File: config.mk
export PLATFORM = sky130hd
export DESIGN_NAME = mp3_cmd_ctrl
export DESIGN_NICKNAME = d
export VERILOG_FILES = /design/src/rtl/mp3_cmd_ctrl.sv
export SDC_FILE = /design/constraint.sdc
export NUM_CORES = 1
export LEC_CHECK = 0
export CAP_MARGIN = 30
export CORE_ASPECT_RATIO = 0.8
export CORE_MARGIN = 2
export CORE_UTILIZATION = 50
export DETAILED_ROUTE_END_ITERATION = 6
export PLACE_DENSITY_LB_ADDON = 0.25
export SYNTH_ARGS = -nofsm -noshare
export SYNTH_HDL_FRONTEND = slang
export SYNTH_SLANG_ARGS = --single-unit
File: constraint.sdc
create_clock -name clk -period 7.95 [get_ports clk]
set_clock_uncertainty 0.15 [all_clocks]
set_input_delay 1.1925 -clock clk [delete_from_list [all_inputs] [get_ports clk]]
set_output_delay 1.1925 -clock clk [all_outputs]
set_load 0.1 [all_outputs]
File: src/rtl/mp3_cmd_ctrl.sv
// Playback command controller: decodes UART command bytes and end-of-song pulses into
// registered volume, song index, pause and play-mode state for the VS1003 core.
module mp3_cmd_ctrl #(
  parameter int unsigned NUM_SONGS      = 4,
  parameter int unsigned SONG_W         = 2,
  parameter logic [7:0]  VOL_INIT       = 8'h40,
  parameter logic [7:0]  VOL_STEP       = 8'h10,
  parameter logic [7:0]  VOL_MAX        = 8'hFE,
  parameter int unsigned HOLDOFF_CYCLES = 16
) (
  input  logic              clk,
  input  logic              rst_n,
  input  logic              i_cmd_valid,
  input  logic [7:0]        i_cmd_byte,
  input  logic              i_finish,
  output logic [15:0]       o_vol,
  output logic              o_vol_update,
  output logic [SONG_W-1:0] o_song_idx,
  output logic              o_song_change,
  output logic              o_pause,
  output logic [1:0]        o_mode,
  output logic              o_busy
);

  localparam logic [SONG_W-1:0] LastIdx  = SONG_W'(NUM_SONGS - 1);
  localparam logic [15:0]       HoldLast = 16'(HOLDOFF_CYCLES - 1);

  typedef enum logic {StIdle, StHold} state_e;

  state_e              state_q, state_d;
  logic [15:0]         cnt_q, cnt_d;
  logic [7:0]          lfsr_q, lfsr_d;
  logic [7:0]          left_q, left_d, right_q, right_d;
  logic [SONG_W-1:0]   idx_q, idx_d;
  logic                pause_q, pause_d;
  logic [1:0]          mode_q, mode_d;
  logic                vol_update_q, vol_update_d;
  logic                song_change_q, song_change_d;
  logic                song_ok;
  logic [7:0]          digit;
  logic [SONG_W-1:0]   idx_next, idx_prev, cand;

  function automatic logic [7:0] sat_dec(logic [7:0] x);
    return (x < VOL_STEP) ? 8'h00 : x - VOL_STEP;
  endfunction

  function automatic logic [7:0] sat_inc(logic [7:0] x);
    logic [8:0] sum;
    sum = {1'b0, x} + {1'b0, VOL_STEP};
    return (sum > {1'b0, VOL_MAX}) ? VOL_MAX : sum[7:0];
  endfunction

  assign song_ok  = (state_q == StIdle);
  assign digit    = i_cmd_byte - 8'h30;
  assign idx_next = (idx_q == LastIdx) ? '0 : idx_q + 1'b1;
  assign idx_prev = (idx_q == '0) ? LastIdx : idx_q - 1'b1;
  assign cand     = lfsr_q[SONG_W-1:0];

  always_comb begin
    state_d       = state_q;
    cnt_d         = cnt_q;
    left_d        = left_q;
    right_d       = right_q;
    idx_d         = idx_q;
    pause_d       = pause_q;
    mode_d        = mode_q;
    song_change_d = 1'b0;
    lfsr_d        = {lfsr_q[6:0], lfsr_q[7] ^ lfsr_q[5] ^ lfsr_q[4] ^ lfsr_q[3]};

    if (i_cmd_valid) begin
      case (i_cmd_byte)
        8'h2B: begin left_d = sat_dec(left_q); right_d = sat_dec(right_q); end
        8'h2D: begin left_d = sat_inc(left_q); right_d = sat_inc(right_q); end
        8'h4C: begin left_d = sat_dec(left_q); right_d = sat_inc(right_q); end
        8'h52: begin left_d = sat_inc(left_q); right_d = sat_dec(right_q); end
        8'h20: pause_d = ~pause_q;
        8'h4D: mode_d = mode_q + 2'd1;
        8'h4E: if (song_ok && !i_finish) begin
          idx_d = idx_next;
          song_change_d = 1'b1;
        end
        8'h50: if (song_ok && !i_finish) begin
          idx_d = idx_prev;
          song_change_d = 1'b1;
        end
        default: begin
          if (i_cmd_byte >= 8'h30 && i_cmd_byte <= 8'h39 && 32'(digit) < NUM_SONGS &&
              song_ok && !i_finish) begin
            idx_d = SONG_W'(digit);
            song_change_d = 1'b1;
          end
        end
      endcase
    end

    // Finish acts on the mode in force before any same-cycle 'M', and its pause effect wins.
    if (i_finish && song_ok) begin
      unique case (mode_q)
        2'd0: begin idx_d = idx_next; song_change_d = 1'b1; end
        2'd1: song_change_d = 1'b1;
        2'd2: begin
          idx_d = (32'(cand) >= NUM_SONGS || cand == idx_q) ? idx_next : cand;
          song_change_d = 1'b1;
        end
        2'd3: begin
          if (idx_q == LastIdx) begin
            pause_d = 1'b1;
          end else begin
            idx_d = idx_next;
            song_change_d = 1'b1;
          end
        end
      endcase
    end

    if (song_change_d) begin
      pause_d = 1'b0;
      state_d = StHold;
      cnt_d   = HoldLast;
    end else if (state_q == StHold) begin
      if (cnt_q == 16'd0) begin
        state_d = StIdle;
      end else begin
        cnt_d = cnt_q - 16'd1;
      end
    end

    vol_update_d = ({left_d, right_d} != {left_q, right_q});
  end

  always_ff @(posedge clk) begin
    if (!rst_n) begin
      state_q       <= StIdle;
      cnt_q         <= 16'd0;
      lfsr_q        <= 8'hA5;
      left_q        <= VOL_INIT;
      right_q       <= VOL_INIT;
      idx_q         <= '0;
      pause_q       <= 1'b0;
      mode_q        <= 2'd0;
      vol_update_q  <= 1'b0;
      song_change_q <= 1'b0;
    end else begin
      state_q       <= state_d;
      cnt_q         <= cnt_d;
      lfsr_q        <= lfsr_d;
      left_q        <= left_d;
      right_q       <= right_d;
      idx_q         <= idx_d;
      pause_q       <= pause_d;
      mode_q        <= mode_d;
      vol_update_q  <= vol_update_d;
      song_change_q <= song_change_d;
    end
  end

  assign o_vol         = {left_q, right_q};
  assign o_vol_update  = vol_update_q;
  assign o_song_idx    = idx_q;
  assign o_song_change = song_change_q;
  assign o_pause       = pause_q;
  assign o_mode        = mode_q;
  assign o_busy        = (state_q == StHold);

endmodule

==> results.toml, run 1 <==
[timing]
timing.hold.ws_ps = 270
grt_setup_unrepaired = "no"
timing.final.setup_violations = 0
timing_max_transition_violations_final = 0
post-route-worst-setup-slack_ps = 3970
final_hold_vios = 0
timing.fmax_mhz = 251
min_period_over_period_pct = 50.0
worst_slew_pin_slew_ps = 1020
final_period_minus_worst_setup_slack_ps = 3980
slew_headroom_pct = 32.0
totalNegativeSetupSlack_ps = 0

[critical_path]
timing.critical_path.slowest_stage_cell = "sky130_fd_sc_hd__nor4b_1"
path_cells = "clkdlybuf4s50_1 -> nor4b_1 -> nand3_1 -> nand2_1 -> o21ai_0 -> buf_4 -> a211oi_1 -> o22ai_1 -> o31ai_1 -> a31oi_1"
arrival_ps = 3980
worst-setup-path-type = "input pin to register"
critPathCaptureType = "register"
slowest_delay_ps = 680
worstPathMaxFanout = 14
worst_setup_path_start_kind = "input pin"
crit_required_ps = 7950

[detailed_routing]
drc_errors = 0
routed_wirelength_normalized_by_instance_count_microns = 14.6
drt_initial_violations = 256
avgViaCountPerCell = 5.80
drt_pre_antenna_iters = 4
dr_total_vias = 2640
final_antenna_net_count = 0
wirelength_microns = 6650

[global_routing]
grt_use_total_pct = 21.8
grt_first_pass_wirelength_microns = 10900
grt_pass1_vias = 2342
global_route.overflow_total = 0
grt_antenna_before_repair = 0
largest_net_degree_at_the_start_of_global_routing = 24

[cts]
worst_skew_pair.late_latency_ps = 300
cts_htree_levels = 2
cts-root-to-sink-buffers = 2
post_cts.repair.setup_buffers = 0
holdBufCountCts = 0
cts_tree = "yes"
clkTransAtPathRegs_ps = 90
count_of_instances_resized_after_the_clock_tree_is_built = 0
clock_tree.root_cell = "sky130_fd_sc_hd__clkbuf_8"
clock-sinks = 48
numCtsBuffers = 5

[synth]
postSynthCellCount = 346
synth-edff-count = 0
synth_cell_types = 60
netlist_area_sq_um = 2820
portion_of_the_post_synthesis_area_used_by_sequential_elements_pct = 34.1
synth.net_count = 371
synth.avg_cell_area_sq_um = 8.14
number_of_synthesis_warnings = 0
synth_flop_cell = "sky130_fd_sc_hd__dfxtp_1"
synthArstFlopShare_pct = 0
ys_ff_latch = 48

[final_layout]
area_added_between_synthesis_and_finish_pct = 18.1
finish.net_count = 401
layout.filler_cells = 489
final_cell_mix = "sky130_fd_sc_hd__dfxtp_1 (48), sky130_fd_sc_hd__nand2_1 (37), sky130_fd_sc_hd__clkdlybuf4s50_1 (35)"
final_layout_size_suffix_gt1_share_pct = 4.51
mostFrequentLayoutCell = "sky130_fd_sc_hd__dfxtp_1"
antennaDiodeCount = 0
final_util_pct = 61.2

[placement]
dpl_worst_slack_ps = 3720
globalplace.congestion = 0.879
final_hpwl_from_detailed_placement_microns = 4730
io_buffer_count = 35

[hold_path]
min_path_type = "register to register"

[floorplanning]
dieHeight_microns = 71.1
initial_standard_cell_utilization_of_the_core_pct = 51.8
core_region_area_sq_um = 5440
die_area_sq_um = 6250
top_level_ports = 36
die-width_microns = 87.9
std_cell_rows = 24

[power_and_ir_drop]
cellPowerDensity_nw_per_um2 = 165
leakage_nw = 1.23
ir_drop_mv = 0.0704

[job]
drv.max_cap_violation_count = 0

[outcome]
run_status = "finished, final reports clean"
[power breakdown]
| group | switching, mW | internal [mW] |
|---|---|---|
| clock | 0.0823 | 0.0935 |
| sequential | 0.0124 | 0.252 |
| combinational | 0.0640 | 0.0430 |
| total | 0.159 | 0.389 |
[worst paths after layout]
check                startpoint      endpoint  slack [ps]  depth (start not counted)
hold reg to reg       lfsr_q[6]     lfsr_q[7]         270                          1
hold / removal        lfsr_q[6]     lfsr_q[7]         270                          1
setup / recovery  i_cmd_byte[2]  o_vol_update        3970                         10
setup reg to reg       cnt_q[4]      cnt_q[6]        4720                          8
[flip-flops by register name (all words and copies together) (netlist names), 2 cells and up]
name        cells
left_q          8
lfsr_q          8
o_song_idx      2
cnt_q          16
right_q         8
o_mode          2
[critical path, delay by kind of cell]
kind | cells | cell delay, ps
compound gates | 5 | 970
buf+inv | 2 | 690
simple gates | 3 | 1120
[metrics by stage]
stage	std cells	total power, mW	area [sq um]
global placement	447	0.373	3220
floorplan	346	0.350	2820
detailed placement	447	0.375	3220
finish	455	0.547	3330
global route	455	0.570	3330
CTS	455	0.550	3330
[Yosys cell counts, types with 2 or more instances]
cell type                   n  area [sq um]
sky130_fd_sc_hd__o21ai_0   11          55.1
sky130_fd_sc_hd__inv_1     20          75.1
sky130_fd_sc_hd__nor3b_1    3          22.5
sky130_fd_sc_hd__buf_1      2          7.51
sky130_fd_sc_hd__nand2_1   37           139
sky130_fd_sc_hd__or4_4      2          22.5
sky130_fd_sc_hd__a31oi_1    5          31.3
sky130_fd_sc_hd__a32oi_1    2          17.5
sky130_fd_sc_hd__and3_1     7          43.8
sky130_fd_sc_hd__a21o_1     3          22.5
sky130_fd_sc_hd__o211ai_1   3          22.5
sky130_fd_sc_hd__o31ai_1    2          15.0
sky130_fd_sc_hd__maj3_1     2          20.0
sky130_fd_sc_hd__and4b_1    2          20.0
sky130_fd_sc_hd__or2_2      2          12.5
sky130_fd_sc_hd__or3_1      3          18.8
sky130_fd_sc_hd__a22oi_1    3          22.5
sky130_fd_sc_hd__clkbuf_1  10          37.5
sky130_fd_sc_hd__a221oi_1   2          17.5
sky130_fd_sc_hd__and2_1     6          37.5
sky130_fd_sc_hd__o22ai_1    4          25.0
sky130_fd_sc_hd__a211oi_1   9          67.6
sky130_fd_sc_hd__ha_1      13           163
sky130_fd_sc_hd__a21oi_1   22           110
sky130_fd_sc_hd__nand3_1   12          60.1
sky130_fd_sc_hd__nand2b_1   6          37.5
sky130_fd_sc_hd__dfxtp_1   48           961
sky130_fd_sc_hd__nor3_1    13          65.1
sky130_fd_sc_hd__xnor2_1   15           131
sky130_fd_sc_hd__nor4_1     2          12.5
sky130_fd_sc_hd__nand4_1    2          12.5
sky130_fd_sc_hd__xor2_1    10          87.6
sky130_fd_sc_hd__nor4b_1    2          17.5
sky130_fd_sc_hd__nor2_1    29           109
sky130_fd_sc_hd__nor4bb_1   2          20.0
sky130_fd_sc_hd__nor2b_1    6          37.5
[layout make-up]
type | count | area (sq um) | area share, %
flip-flops and latches | 48 | 961 | 28.9
clock buffers | 6 | 72.6 | 2.18
repair buffers | 36 | 358 | 10.8
multi-input cells | 265 | 1730 | 51.9
clock inverters | 2 | 35.0 | 1.05
inverters | 20 | 75.1 | 2.26
well taps | 78 | 97.6 | 2.93
[metal layers]
metal | GRT usage (%) | wire [microns]
met5 | 0 | 0
met4 | 6.32 | 101
met3 | 3.85 | 470
met1 | 35.0 | 3460
met2 | 29.2 | 2620
[kinds of logic after synthesis]
logic type	count (synthesis)	share of synthesized area (%)
AND/OR/NAND/NOR	142	26.4
adder cells (fa/ha/maj)	15	6.49
flip-flops	48	34.1
XOR/XNOR	25	7.78
multiplexers	1	0.356
buffers and inverters	33	4.53
AO/OA/AOI/OAI	82	20.3
(Power assumes the default switching activity.)
==> run 2, diff against run 1 <==
==> constraint.sdc (replaced) <==
create_clock -name clk -period 4.1 [get_ports clk]
set_clock_uncertainty 0.15 [all_clocks]
set_input_delay 0.615 -clock clk [delete_from_list [all_inputs] [get_ports clk]]
set_output_delay 0.615 -clock clk [all_outputs]
set_load 0.1 [all_outputs]
==> run 2 against run 1 <==
First-iteration DRC count shrank 20%; sequential power is 94% higher; hold slack improved by 6.7 ps; via count about the same; sequential share of layout area hardly changed; largest cell class unchanged.
==> results.toml, run 2 (same netlist as run 1, synthesis figures left out) <==
[outcome]
run_status = "finished, final reports clean"

[cts]
count_of_instances_resized_after_the_clock_tree_is_built = 0
holdBufCountCts = 0
cts_tree = "yes"
clock_tree.root_cell = "sky130_fd_sc_hd__clkbuf_8"
numCtsBuffers = 5
cts_htree_levels = 2
cts-root-to-sink-buffers = 2
post_cts.repair.setup_buffers = 0
clkTransAtPathRegs_ps = 90
worst_skew_pair.late_latency_ps = 310
clock-sinks = 48

[timing]
grt_setup_unrepaired = "no"
slew_headroom_pct = 32.9
timing.fmax_mhz = 294
totalNegativeSetupSlack_ps = 0
worst_slew_pin_slew_ps = 1000
final_period_minus_worst_setup_slack_ps = 3400
timing.final.setup_violations = 0
timing_max_transition_violations_final = 0
min_period_over_period_pct = 82.9
final_hold_vios = 0

[hold_path]
min_path_type = "register to register"

[detailed_routing]
dr_total_vias = 2638
drt_pre_antenna_iters = 5
wirelength_microns = 6790
routed_wirelength_normalized_by_instance_count_microns = 14.8
final_antenna_net_count = 0
drt_initial_violations = 204
drc_errors = 0
avgViaCountPerCell = 5.76

[power_and_ir_drop]
cellPowerDensity_nw_per_um2 = 302
leakage_nw = 1.24
ir_drop_mv = 0.153
power_mw = 1.01

[floorplanning]
die-width_microns = 87.9
core_region_area_sq_um = 5440
die_area_sq_um = 6250
dieHeight_microns = 71.1
std_cell_rows = 24
initial_standard_cell_utilization_of_the_core_pct = 51.8
top_level_ports = 36

[critical_path]
worst_setup_path_start_kind = "input pin"
path_cells = "clkdlybuf4s50_1 -> nor3b_1 -> and3_1 -> or2_2 -> o21ai_0 -> a211oi_1 -> o22ai_1 -> o31ai_1 -> a31oi_1"
path_delay_family = "compound AO/OA/AOI/OAI gates"
worstPathMaxFanout = 7
critical_path_buf_inv_count = 1
crit_required_ps = 4110
arrival_ps = 3410
slowest_delay_ps = 520
timing.critical_path.slowest_stage_cell = "sky130_fd_sc_hd__nor3b_1"
worst-setup-path-type = "input pin to register"
critPathCaptureType = "register"

[final_layout]
antennaDiodeCount = 0
final_design_area_no_fill_sq_um = 3330
register_ranked_first_by_flip_flop_count = "cnt_q"
final_cell_mix = "sky130_fd_sc_hd__dfxtp_1 (48), sky130_fd_sc_hd__nand2_1 (37), sky130_fd_sc_hd__clkdlybuf4s50_1 (35)"
mostFrequentLayoutCell = "sky130_fd_sc_hd__dfxtp_1"
area_added_between_synthesis_and_finish_pct = 18.2
finish.net_count = 404
largest_reg_flops = 16
final_layout_size_suffix_gt1_share_pct = 5.53

[placement]
final_hpwl_from_detailed_placement_microns = 4900
io_buffer_count = 35
globalplace.congestion = 0.893
dpl_cell_area_sq_um = 3240

[global_routing]
grt_use_total_pct = 22.9
largest_net_degree_at_the_start_of_global_routing = 24
grt_pass1_vias = 2461
global_route.overflow_total = 0
grt_first_pass_wirelength_microns = 11400
grt_antenna_before_repair = 0

[job]
drv.max_cap_violation_count = 0
run 2: changes by cell type in the layout (fill, tap and decap cells not counted):
cell	previous run	this run
sky130_fd_sc_hd__buf_4	1	4
sky130_fd_sc_hd__bufinv_16	1	0
sky130_fd_sc_hd__clkbuf_1	1	0
sky130_fd_sc_hd__clkinv_2	1	2
sky130_fd_sc_hd__clkinv_4	0	1
run 2: where the power goes:
part,internal (mW),switching [mW]
sequential,0.489,0.0248
combinational,0.0849,0.124
clock,0.119,0.164
total,0.693,0.313
run 2: routing by layer:
metal	vias up	share of wire, %	global-route usage [%]
met5	-	0	0
met4	0	1.3	6.84
met3	12	8.6	4.55
met2	111	41	32.0
met1	1211	49	35.3
li1	1304	-	-
run 2: worst paths after layout:
check,slack [ps],endpoint,start,cells past startpoint
worst max-delay path,700,o_vol_update,i_cmd_byte[0],9
worst min-delay path,280,lfsr_q[7],lfsr_q[6],1
worst max register to register,890,cnt_q[12],cnt_q[4],8
worst min register to register,280,lfsr_q[7],lfsr_q[6],1
run 2: layout make-up:
class | count | area, sq um
well taps | 78 | 97.6
inverters | 20 | 75.1
flip-flops and latches | 48 | 961
fillers | 492 | 2110
multi-input cells | 265 | 1730
clock inverters | 3 | 18.8
repair buffers | 39 | 380
clock buffers | 5 | 68.8
run 2: stage by stage:
step | hold WS [ps] | setup slack, ps | cells | util (%)
floorplan | 236 | 820 | 346 | -
global placement | 238 | 664 | 450 | 59.6
detailed placement | 261 | 524 | 450 | 59.6
CTS | 280 | 829 | 458 | 61.2
global route | 307 | 423 | 458 | 61.2
finish | 276 | 702 | 458 | 61.2
==> run 3, diff against run 2 <==
==> constraint.sdc (replaced) <==
create_clock -name clk -period 3.1 [get_ports clk]
set_clock_uncertainty 0.15 [all_clocks]
set_input_delay 0.465 -clock clk [delete_from_list [all_inputs] [get_ports clk]]
set_output_delay 0.465 -clock clk [all_outputs]
set_load 0.1 [all_outputs]
==> run 3 against run 2 <==
Sequential share of layout area fell by 0.86 points; critical path depth fell by 1; clock power rose by 69%; non-clock buffer count rose by 19; power rose by 44%; global-route usage fell by 0.11 points; critical path type is now register to register.
==> results.toml, run 3 (same netlist as run 1, synthesis figures left out) <==
[placement]
globalplace.congestion = 0.919
dpl_cell_area_sq_um = 3330
io_buffer_count = 35
final_hpwl_from_detailed_placement_microns = 5080
dpl_worst_slack_ps = -37.2

[job]
drv.max_cap_violation_count = 0

[final_layout]
antennaDiodeCount = 0
final_layout_size_suffix_gt1_share_pct = 17.5
mostFrequentLayoutCell = "sky130_fd_sc_hd__buf_4"
largest_reg_flops = 16
final_cell_mix = "sky130_fd_sc_hd__buf_4 (47), sky130_fd_sc_hd__dfxtp_1 (43), sky130_fd_sc_hd__nand2_1 (37)"
register_ranked_first_by_flip_flop_count = "cnt_q"
final_util_pct = 63.5
finish.net_count = 423
final_design_area_no_fill_sq_um = 3450
area_added_between_synthesis_and_finish_pct = 22.7

[detailed_routing]
drt_initial_violations = 156
avgViaCountPerCell = 5.61
final_antenna_net_count = 0
wirelength_microns = 6990
drt_pre_antenna_iters = 5
drc_errors = 0
routed_wirelength_normalized_by_instance_count_microns = 14.7
dr_total_vias = 2676

[power_and_ir_drop]
net-switching-power_mw = 0.414
leakage_nw = 1.40
power_mw = 1.45
share_clk_of_total_power_pct = 33.1
p_seq_share_pct = 46.9
cell_internal_power_dissipation_mw = 1.03
power_switching_share_pct = 28.6
ir_drop_mv = 0.305
cellPowerDensity_nw_per_um2 = 419
comb_power_share_pct = 20.1

[critical_path]
critPathCaptureType = "register"
timing.reg2reg.setup_slack_ps = 120
worst_setup_path_start_kind = "register"
worstPathMaxFanout = 7
worst_flop_to_flop_path_endpoint = "cnt_q[14]"
path_cells = "or4_4 -> or4b_4 -> or4_4 -> o41ai_4 -> or2_4 -> nor2_1 -> xnor2_1 -> nor2_1"
path_delay_family = "simple AND/OR/NAND/NOR gates"
critical_path_buf_inv_count = 0
slowest_delay_ps = 550
worst_r2r_path_depth = 8
crit_required_ps = 3110
r2r_start = "cnt_q[4]"
arrival_ps = 2990
worst-setup-path-type = "register to register"
timing.critical_path.slowest_stage_cell = "sky130_fd_sc_hd__or4_4"

[cts]
cts-root-to-sink-buffers = 2
clock_tree.root_cell = "sky130_fd_sc_hd__clkbuf_8"
numCtsBuffers = 5
holdBufCountCts = 0
clock-sinks = 48
cts_tree = "yes"
cts_htree_levels = 2
worst_skew_pair.late_latency_ps = 300
post_cts.repair.setup_buffers = 0
clkTransAtPathRegs_ps = 90

[timing]
timing.final.setup_violations = 0
final_period_minus_worst_setup_slack_ps = 2980
worst_slew_pin_slew_ps = 779
final_hold_vios = 0
grt_setup_unrepaired = "yes"
timing.hold.ws_ps = 266
timing.fmax_mhz = 336
post-route-worst-setup-slack_ps = 125
min_period_over_period_pct = 96.0
slew_headroom_pct = 48.0
timing_max_transition_violations_final = 0

[global_routing]
global_route.overflow_total = 0
grt_use_total_pct = 22.8
grt_first_pass_wirelength_microns = 11600
grt_pass1_vias = 2424
grt_antenna_before_repair = 0
largest_net_degree_at_the_start_of_global_routing = 24

[hold_path]
holdPathEnd = "lfsr_q[7]"
hold_path.startpoint = "lfsr_q[6]"
min_path_type = "register to register"
whs_path_depth = 1

[floorplanning]
std_cell_rows = 24
die-width_microns = 87.9
die_area_sq_um = 6250
dieHeight_microns = 71.1
top_level_ports = 36
initial_standard_cell_utilization_of_the_core_pct = 51.8
core_region_area_sq_um = 5440

[outcome]
run_status = "finished, final reports clean"
==> run 3: cell types whose count changed in the layout (fill, tap and decap cells not counted), sizes merged <==
cell	delta
clkdlybuf4s50	-24
clkbuf	+1
clkinv	-2
buf	+43
bufinv	+1
==> run 3: layout make-up <==
class / count / area (sq um)
inverters: 20 / 75.1
clock inverters: 2 / 38.8
clock buffers: 6 / 82.6
multi-input cells: 265 / 1730
repair buffers: 58 / 463
well taps: 78 / 97.6
fillers: 498 / 1980
flip-flops and latches: 48 / 967
==> run 3: power groups by stage <==
stage / logic (mW) / registers, mW / clock network (mW)
floorplan: 0.168 / 0.729 / 0
global placement: 0.281 / 0.690 / 0
detailed placement: 0.287 / 0.692 / 0
CTS: 0.291 / 0.678 / 0.484
global route: 0.316 / 0.683 / 0.512
finish: 0.291 / 0.678 / 0.479
==> run 3: repair_timing <==
action	in CTS	in global routing
resized for setup	1	1
hold endpoints to repair	0	0
pin swaps	0	0
setup endpoints to repair	1	2
cloned	0	0
==> run 3: how the worst max path moves through the flow <==
stage,slack (ps),startpoint,depth (start not counted),end
2_1_floorplan,180,cnt_q[4],9,cnt_q[6]
3_3_place_gp,20,i_cmd_byte[6],9,o_song_idx[0]
3_5_place_dp,-40,i_cmd_byte[6],9,o_song_idx[0]
4_1_cts,100,cnt_q[4],8,cnt_q[14]
5_1_grt,-20,cnt_q[4],8,cnt_q[14]
6_report,120,cnt_q[4],8,cnt_q[14]
==> run 3: stage by stage <==
stage | setup TNS [ps] | std cells
floorplan | 0 | 346
global placement | 0 | 469
detailed placement | -61.4 | 469
CTS | 0 | 477
global route | -17.0 | 477
finish | 0 | 477
==> run 3: metal layers <==
layer	vias to the layer above	global-route usage (%)	wire, microns
met4	0	4.96	31
met5	-	0	0
met1	1239	35.5	3540
li1	1337	-	-
met3	5	4.20	461
met2	95	32.5	2960
